--- src/rtl/pc_seq_pkg.sv ---
// Shared constants for the PC / multdiv sequencer.
// Opcode and alu_op values, pc_sel encodings and the FSM state type.
package pc_seq_pkg;

  localparam logic [4:0] OP_ALU = 5'b00000;
  localparam logic [4:0] OP_J   = 5'b00001;
  localparam logic [4:0] OP_BNE = 5'b00010;
  localparam logic [4:0] OP_JAL = 5'b00011;
  localparam logic [4:0] OP_JR  = 5'b00100;
  localparam logic [4:0] OP_BLT = 5'b00110;
  localparam logic [4:0] OP_BEX = 5'b10110;

  localparam logic [4:0] ALU_MUL = 5'b00110;
  localparam logic [4:0] ALU_DIV = 5'b00111;

  localparam logic [1:0] SEL_SEQ = 2'b00;
  localparam logic [1:0] SEL_REL = 2'b01;
  localparam logic [1:0] SEL_ABS = 2'b10;
  localparam logic [1:0] SEL_REG = 2'b11;

  typedef enum logic [1:0] {
    S_RUN,
    S_ISSUE,
    S_MD_WAIT,
    S_FLUSH
  } state_t;

endpackage

--- src/rtl/pc_seq_decode.sv ---
// Combinational decode of the decode-stage instruction:
// branch/jump taken resolution, PC source and mul/div detection.
module pc_seq_decode
  import pc_seq_pkg::*;
(
  input  logic       i_valid,
  input  logic [4:0] i_opcode,
  input  logic [4:0] i_alu_op,
  input  logic       i_ne,
  input  logic       i_lt,
  input  logic       i_nz,
  output logic       o_taken,
  output logic [1:0] o_sel,
  output logic       o_mul,
  output logic       o_div
);

  logic w_jmp;
  logic w_jr;
  logic w_bne;
  logic w_blt;
  logic w_bex;
  logic w_mul;
  logic w_div;

  assign w_jmp = (i_opcode == OP_J) || (i_opcode == OP_JAL);
  assign w_jr  = (i_opcode == OP_JR);
  assign w_bne = (i_opcode == OP_BNE);
  assign w_blt = (i_opcode == OP_BLT);
  assign w_bex = (i_opcode == OP_BEX);
  assign w_mul = (i_opcode == OP_ALU) && (i_alu_op == ALU_MUL);
  assign w_div = (i_opcode == OP_ALU) && (i_alu_op == ALU_DIV);

  // Opcodes are distinct, so at most one select is ever high.
  always_comb begin
    o_taken = 1'b0;
    o_sel   = SEL_SEQ;
    o_mul   = 1'b0;
    o_div   = 1'b0;
    if (i_valid) begin
      unique case (1'b1)
        w_jmp: begin
          o_taken = 1'b1;
          o_sel   = SEL_ABS;
        end
        w_jr: begin
          o_taken = 1'b1;
          o_sel   = SEL_REG;
        end
        w_bne: begin
          o_taken = i_ne;
          o_sel   = i_ne ? SEL_REL : SEL_SEQ;
        end
        w_blt: begin
          o_taken = i_lt;
          o_sel   = i_lt ? SEL_REL : SEL_SEQ;
        end
        w_bex: begin
          o_taken = i_nz;
          o_sel   = i_nz ? SEL_ABS : SEL_SEQ;
        end
        w_mul: o_mul = 1'b1;
        w_div: o_div = 1'b1;
        default: ;
      endcase
    end
  end

endmodule

--- src/rtl/pc_seq_ctrl.sv ---
// PC write/select sequencer with multdiv start and stall control.
// Define PC_SEQ_TIMEOUT_EN to abort an MD_WAIT lasting MD_TIMEOUT cycles.
module pc_seq_ctrl
  import pc_seq_pkg::*;
#(
  parameter int MD_TIMEOUT = 64
) (
  input  logic       clock,
  input  logic       reset,
  input  logic       inst_valid,
  input  logic [4:0] opcode,
  input  logic [4:0] alu_op,
  input  logic       alu_ne,
  input  logic       alu_lt,
  input  logic       rstatus_nz,
  input  logic       md_rdy,
  output logic       pc_we,
  output logic [1:0] pc_sel,
  output logic       flush,
  output logic       ctrl_mult,
  output logic       ctrl_div,
  output logic       md_stall,
  output logic       md_timeout
);

  state_t     r_state;
  state_t     w_next;
  logic       r_op_div;
  logic       w_taken;
  logic [1:0] w_sel;
  logic       w_mul;
  logic       w_div;
  logic       w_to;

  pc_seq_decode u_dec (
    .i_valid  (inst_valid),
    .i_opcode (opcode),
    .i_alu_op (alu_op),
    .i_ne     (alu_ne),
    .i_lt     (alu_lt),
    .i_nz     (rstatus_nz),
    .o_taken  (w_taken),
    .o_sel    (w_sel),
    .o_mul    (w_mul),
    .o_div    (w_div)
  );

`ifdef PC_SEQ_TIMEOUT_EN
  logic [6:0] r_cnt;

  always_ff @(posedge clock) begin
    if (!reset || r_state != S_MD_WAIT) r_cnt <= '0;
    else r_cnt <= r_cnt + 7'd1;
  end

  // A same-cycle md_rdy is a normal completion, not an abort.
  assign w_to = (r_state == S_MD_WAIT) && !md_rdy &&
                (r_cnt == 7'(MD_TIMEOUT - 1));
`else
  assign w_to = (MD_TIMEOUT < 0);
`endif

  always_ff @(posedge clock) begin
    if (!reset) begin
      r_state  <= S_RUN;
      r_op_div <= 1'b0;
    end else begin
      r_state <= w_next;
      if (r_state == S_RUN && (w_mul || w_div)) r_op_div <= w_div;
    end
  end

  always_comb begin
    w_next = r_state;
    unique case (r_state)
      S_RUN: begin
        if (w_mul || w_div) w_next = S_ISSUE;
        else if (w_taken) w_next = S_FLUSH;
      end
      S_ISSUE:   w_next = S_MD_WAIT;
      S_MD_WAIT: if (md_rdy || w_to) w_next = S_RUN;
      S_FLUSH:   w_next = S_RUN;
      default:   w_next = S_RUN;
    endcase
  end

  // Everything is held low while reset is asserted.
  always_comb begin
    pc_we      = 1'b0;
    pc_sel     = SEL_SEQ;
    flush      = 1'b0;
    ctrl_mult  = 1'b0;
    ctrl_div   = 1'b0;
    md_stall   = 1'b0;
    md_timeout = 1'b0;
    if (reset) begin
      unique case (r_state)
        S_RUN: begin
          pc_we  = !(w_mul || w_div);
          pc_sel = w_sel;
        end
        S_ISSUE: begin
          ctrl_mult = !r_op_div;
          ctrl_div  = r_op_div;
          md_stall  = 1'b1;
        end
        S_MD_WAIT: begin
          pc_we      = md_rdy || w_to;
          md_stall   = !(md_rdy || w_to);
          md_timeout = w_to;
        end
        S_FLUSH: begin
          flush = 1'b1;
          pc_we = 1'b1;
        end
        default: ;
      endcase
    end
  end

endmodule

--- config.mk ---
export PLATFORM = sky130hd
export DESIGN_NAME = pc_seq_ctrl
export DESIGN_NICKNAME = d
export VERILOG_FILES = /design/src/rtl/pc_seq_pkg.sv /design/src/rtl/pc_seq_decode.sv /design/src/rtl/pc_seq_ctrl.sv
export SDC_FILE = /design/constraint.sdc
export NUM_CORES = 1
export LEC_CHECK = 0
export ABC_AREA = 1
export CORE_AREA = 10 10 47 49
export DETAILED_ROUTE_END_ITERATION = 6
export DIE_AREA = 0 0 57 59
export PLACE_DENSITY = 0.7
export SKIP_CTS_REPAIR_TIMING = 1
export SLEW_MARGIN = 25
export SYNTH_ARGS = -nofsm -noshare
export SYNTH_HDL_FRONTEND = slang
export SYNTH_SLANG_ARGS = --single-unit
--- constraint.sdc ---
create_clock -name clock -period 1.55 [get_ports clock]
set_input_delay 0.2325 -clock clock [delete_from_list [all_inputs] [get_ports clock]]
set_output_delay 0.2325 -clock clock [all_outputs]
set_load 0.03 [all_outputs]
==> reports/metrics.cfg, run 1 <==
[routing]
drt_wl_total_um=1380
detail_route.vias_per_cell=4.67
wl_per_cell_um=11.2
antenna_left=0
dr.pass1.iters=4
drc=0
drt-initial-drc-count=12
via_count=574

[worst_setup_path]
cpLargestDelayFamily=flip-flops
cp_max_fo=4
reg2reg_slack_ns=0.28
crit_buf_inv=3
rr_worst_depth=6
crit_type=flop to primary output
r2r_end=r_state[1]
start_kind=flop
endpoint_kind=primary output
timing.critical_path.cells=inv_2, ha_4, inv_4, nor4_4, buf_6
critical_path_depth=5
reg2reg_from=r_state[0]
crit_slowest_cell=dfxtp_2
slowest_delay_ns=0.33
crit_required_ns=1.32
cp.arrival_ns=1.28

[power]
combPwrFrac_pct=68.2
p_switching_uw=365
p_seq_share_pct=15.7
pwr-share-clk_pct=16.0
p_int_uw=466
p_per_area_nw_per_um2=971
vdd_drop_max_mv=0.664
swShare_pct=44.0
cellLeakagePower_uw=0.000493

[clock_tree]
clkSinkCount=3
cts_buffers=3
root_buffer=clkbuf_4
clk_path_buf_depth=2
htree_levels=1
insertion_delay_ns=0.23
cts_tree=yes
clk_pin_slew_worst_paths_ns=0.04

[sta]
fmax_ghz=0.661
slew_violations=0
worst_slack_ns=0.0378
rsz0062_at_grt=true
fin_skew_ns=0.00501
finalCriticalPeriod_ns=1.51
post-route-period-util_pct=97.6
finalHoldViolCount=0
setup_viol_count_final=0

[worst_hold_path]
holdPathStages=4
min_from=alu_op[3]
hold_path.class=input pin to flop
hold_end=r_op_div

[placed_design]
io_buffers=23
dp_hpwl_um=1100
place.gp.congestion=0.805
dp_cells=115
pre_cts_ws_ns=-0.235
dpl-instance-area_um2=706

[global_routing]
grt_pass1_wl_um=1990
grt_max_degree=6
grt_remaining_overflow=0
track_usage_pct=7.19
grt_pass1_vias=459
antenna_found_initial=0

[floorplanning]
fp.coreArea_um2=1400
die_h_um=59
floorplan.io_pins=25
initial_core_util_pct=30.5
die_x_um=57
rows=14
fp.dieArea_um2=3360

[layout]
drive_gt1_share_pct=43.9
fin_nets=130
fillers=128
layout_commonest_cell=buf_4
design_area_um2=856
antenna_cells=0
syn2layout_area_growth_pct=100
layout_common_cells=buf_4, nand2_1, dlymetal6s2s_1
instances_no_fill=123

[yosys]
synth_cell_types=20
syn-num-nets=94
synth_top_area_share_pct=14.6
synth.avg_cell_area_um2=5.94
ys_ff_latch=3
syn_inst=72
syn_area_um2=428
yosys.area.top_type=ha_1
synth_edf_count=0
synth_flop_cell=dfxtp_1
synthArstFlopShare_pct=0
ys_top_cells_by_area=ha_1, dfxtp_1, inv_1
seq_area_frac_synth_pct=14.0
ys_warn_count=0

[outcome]
status=finished clean

[job]
maxCapViolCount=0

flip-flops by register name, indices dropped and copies added, names as in the netlist:
register and flops:
r_op_div 1, r_state 2
worst min-delay path: stages:
cell and delay [ns]:
dlymetal6s2s_1 0.08, nor2_1 0.04, nand4_1 0.13, o311a_2 0.17
stage by stage:
step / TNS [ns] / hold WS (ns) / power (µW) / util [%]
final: 0 / 0.460 / 831 / 61.1
after global routing: -0.123 / 0.502 / 910 / 61.1
after CTS: -0.662 / 0.628 / 691 / 52.2
after detailed placement: -0.975 / 0.623 / 551 / 50.4
after global placement: -0.942 / 0.610 / 545 / 50.4
after floorplan: -0.555 / 0.353 / 412 / -
layout make-up:
class / count / area (µm²) / area share, %
Multi-Input combinational cell: 52 / 373 / 43.6
Timing Repair Buffer: 32 / 307 / 35.8
Sequential cell: 3 / 65.1 / 7.60
Inverter: 16 / 65.1 / 7.60
Clock buffer: 4 / 26.3 / 3.07
Tap cell: 16 / 20.0 / 2.34
layer usage:
| layer | GRT usage [%] | routed length (µm) | part of all wire [%] |
|---|---|---|---|
| met5 | 0 | 0 | 0 |
| met4 | 4.03 | 11 | 0.80 |
| met3 | 2.79 | 100 | 7.3 |
| met2 | 11.6 | 720 | 52 |
| met1 | 7.88 | 543 | 39 |
kinds of logic after synthesis:
logic type,synth area share [%]
adders and majority gates,14.6
DFF,14.0
muxes,2.63
buffers and inverters,15.8
AOI/OAI and AO/OA,9.36
and+or+nand+nor,42.7
other,0.876
power groups by stage:
stage	logic, µW	registers, µW	clock network (µW)
finish	567	131	133
global route	633	135	142
CTS	436	115	140
detailed placement	435	116	0
global placement	430	115	0
floorplan	300	112	0
worst max-delay path by stage:
stage / startpoint / endpoint / slack, ns
2_1_floorplan: r_state[0] / pc_sel[0] / -0.28
3_3_place_gp: opcode[1] / pc_sel[0] / -0.24
3_5_place_dp: opcode[1] / pc_sel[0] / -0.23
5_1_grt: opcode[3] / pc_sel[0] / -0.05
4_1_cts: opcode[1] / pc_sel[0] / -0.24
6_report: r_state[1] / pc_sel[1] / 0.04
synthesized netlist by cell type, types with 2 or more instances:
cell	n
nand3_1	3
nor4_1	2
nor2_1	11
inv_1	16
dfxtp_1	3
nand4_1	2
nor3_1	3
nand2_1	15
ha_1	5
a21oi_1	2
(Power assumes the default switching activity.)
==> run 2, diff against run 1 <==
--- a/config.mk
+++ b/config.mk
@@ -10,7 +10,6 @@
 export DETAILED_ROUTE_END_ITERATION = 6
 export DIE_AREA = 0 0 57 59
 export PLACE_DENSITY = 0.7
-export SKIP_CTS_REPAIR_TIMING = 1
 export SLEW_MARGIN = 25
 export SYNTH_ARGS = -nofsm -noshare
 export SYNTH_HDL_FRONTEND = slang
==> constraint.sdc (replaced) <==
create_clock -name clock -period 1.55 [get_ports clock]
set_input_delay 0.31 -clock clock [delete_from_list [all_inputs] [get_ports clock]]
set_output_delay 0.31 -clock clock [all_outputs]
set_load 0.03 [all_outputs]
==> reports/metrics.cfg, run 2 (same netlist as run 1, synthesis figures left out) <==
[clock_tree]
htree_levels=1  ; unchanged
clk_path_buf_depth=2  ; unchanged
insertion_delay_ns=0.23  ; about the same
cts_tree=yes  ; unchanged
clkSinkCount=3  ; unchanged
clk_pin_slew_worst_paths_ns=0.03  ; was 0.04 ns
root_buffer=clkbuf_4  ; unchanged
ctsHoldBuffers=0
cts_buffers=3  ; unchanged

[worst_setup_path]
timing.critical_path.cells=inv_6, ha_4, a21oi_2, a211oi_2, buf_4  ; was inv_2, ha_4, inv_4, nor4_4, buf_6
crit_type=flop to primary output  ; unchanged
crit_required_ns=1.24  ; was 1.32 ns
cp.arrival_ns=1.27  ; was 1.28 ns
endpoint_kind=primary output  ; unchanged
cp_max_fo=3  ; was 4
crit_buf_inv=2  ; was 3
cpLargestDelayFamily=flip-flops  ; unchanged
crit_slowest_cell=dfxtp_4  ; was dfxtp_2
slowest_delay_ns=0.35  ; was 0.33 ns
start_kind=flop  ; unchanged

[routing]
detail_route.vias_per_cell=4.77  ; was 4.67
drt-initial-drc-count=3  ; was 12
antenna_left=0  ; unchanged
via_count=615  ; was 574
dr_wl_met3_um=139  ; was 100 µm
wl_met2_um=871  ; was 720 µm
wl_per_cell_um=13.8  ; was 11.2 µm
wl_met1_um=725  ; was 543 µm
drt_wl_total_um=1780  ; was 1380 µm
top_layer=met4  ; unchanged
drc=0  ; unchanged
dr.pass1.iters=2  ; was 4

[power]
p_seq_share_pct=16.3  ; was 15.7%
p_per_area_nw_per_um2=938  ; was 971 nW/µm²
vdd_drop_max_mv=0.703  ; was 0.664 mV
cellLeakagePower_uw=0.000459  ; was 0.000493 µW
p_int_uw=478  ; was 466 µW
combPwrFrac_pct=68.5  ; was 68.2%
p_switching_uw=408  ; was 365 µW
pwr-share-clk_pct=15.2  ; was 16.0%
swShare_pct=46.1  ; was 44.0%

[job]
maxCapViolCount=0  ; unchanged

[global_routing]
antenna_found_initial=0  ; unchanged
track_usage_pct=10.7  ; was 7.19%
grt_pass1_wl_um=2840  ; was 1990 µm
grt_remaining_overflow=0  ; unchanged
grt_max_degree=6  ; unchanged
grt_pass1_vias=641  ; was 459

[placed_design]
place.gp.congestion=0.788  ; was 0.805
io_buffers=23  ; unchanged
pre_cts_ws_ns=-0.413  ; was -0.235 ns
dp_cells=113  ; was 115
dp_hpwl_um=1220  ; was 1100 µm

[floorplanning]
fp.coreArea_um2=1400  ; unchanged
die_h_um=59  ; unchanged
fp.dieArea_um2=3360  ; unchanged
die_x_um=57  ; unchanged
rows=14  ; unchanged
floorplan.io_pins=25  ; unchanged
initial_core_util_pct=30.5  ; unchanged

[layout]
largest-register=r_state  ; unchanged
multi_input_area_um2=419  ; was 373 µm²
largest_reg_flops=2  ; unchanged
drive_gt1_share_pct=60.2  ; was 43.9%
final_core_util_pct=67.4  ; was 61.1%
reg_top3=r_state x2, r_op_div x1  ; unchanged
syn2layout_area_growth_pct=121  ; was 100%
fin_nets=136  ; was 130
layout_commonest_cell=buf_4  ; unchanged
antenna_cells=0  ; unchanged
fillers=123  ; was 128
layout_common_cells=buf_4, nand2_1, buf_6  ; was buf_4, nand2_1, dlymetal6s2s_1
regArea_um2=67.6  ; was 65.1 µm²
instances_no_fill=129  ; was 123

[sta]
fin_skew_ns=0.000665  ; was 0.00501 ns
rsz0062_at_grt=true  ; unchanged
post-route-period-util_pct=102  ; was 97.6%
worst_slack_ns=-0.0291  ; was 0.0378 ns
setup_viol_count_final=5  ; was 0
fmax_ghz=0.633  ; was 0.661 GHz
finalCriticalPeriod_ns=1.58  ; was 1.51 ns
finalHoldViolCount=0  ; unchanged
slew_violations=0  ; unchanged

[worst_hold_path]
hold_path.class=input pin to flop  ; unchanged

[outcome]
violations=negative setup slack
status=finished, violations left  ; was finished clean

==> run 2: changes by cell type in the layout (fill, tap and decap cells not counted), sizes merged <==
cell | previous run | this run
buf | 16 | 28
dlygate4sd2 | 0 | 5
clkdlybuf4s50 | 4 | 1
clkdlybuf4s15 | 0 | 2
dlymetal6s2s | 11 | 1
==> run 2: path summary, 6_finish.rpt <==
path	start	endpoint	slack [ns]	cells past startpoint
setup / recovery	r_state[0]	pc_we	-0.03	5
hold / removal	reset	r_state[0]	0.61	4
setup reg to reg	r_state[0]	r_state[1]	0.27	6
hold reg to reg	r_op_div	r_op_div	0.61	3
==> run 2: final cells by class <==
type / count / share of cell area [%]
flip-flops and latches: 3 / 7.15
multi-input cells: 52 / 44.4
well taps: 16 / 2.12
inverters: 16 / 7.95
clock buffers: 4 / 2.78
repair buffers: 38 / 35.6
==> run 2: through the flow <==
stage	TNS [ns]	area (µm²)	hold slack (ns)	power [µW]
2_1_floorplan	-0.275	454	0.430	421
3_3_place_gp	-1.82	702	0.576	550
3_5_place_dp	-1.93	702	0.585	557
4_1_cts	-0.217	888	0.607	838
5_1_grt	-0.472	945	0.643	976
6_report	-0.0775	945	0.607	886
==> run 2: tightest hold or removal path, stage by stage <==
cell	delay, ns
dlygate4sd2_1	0.22
buf_4	0.14
nand2_1	0.05
nor2_1	0.07
==> run 2: repair_timing <==
action	in CTS	in global routing
pin swaps	17	10
endpoints found under the setup margin	8	8
resized for setup	71	20
setup buffers	12	1
==> run 2: power by group through the flow <==
stage,registers (µW),clock network [µW],logic [µW]
3_5_place_dp,115,0,441
5_1_grt,149,148,679
6_report,145,135,607
3_3_place_gp,114,0,436
4_1_cts,138,141,560
2_1_floorplan,112,0,310
==> run 2: metal layers <==
layer | vias to the layer above | track usage [%]
met4 | 0 | 7.05
met5 | - | 0
met2 | 27 | 19.4
li1 | 310 | -
met1 | 272 | 10.3
met3 | 6 | 3.00
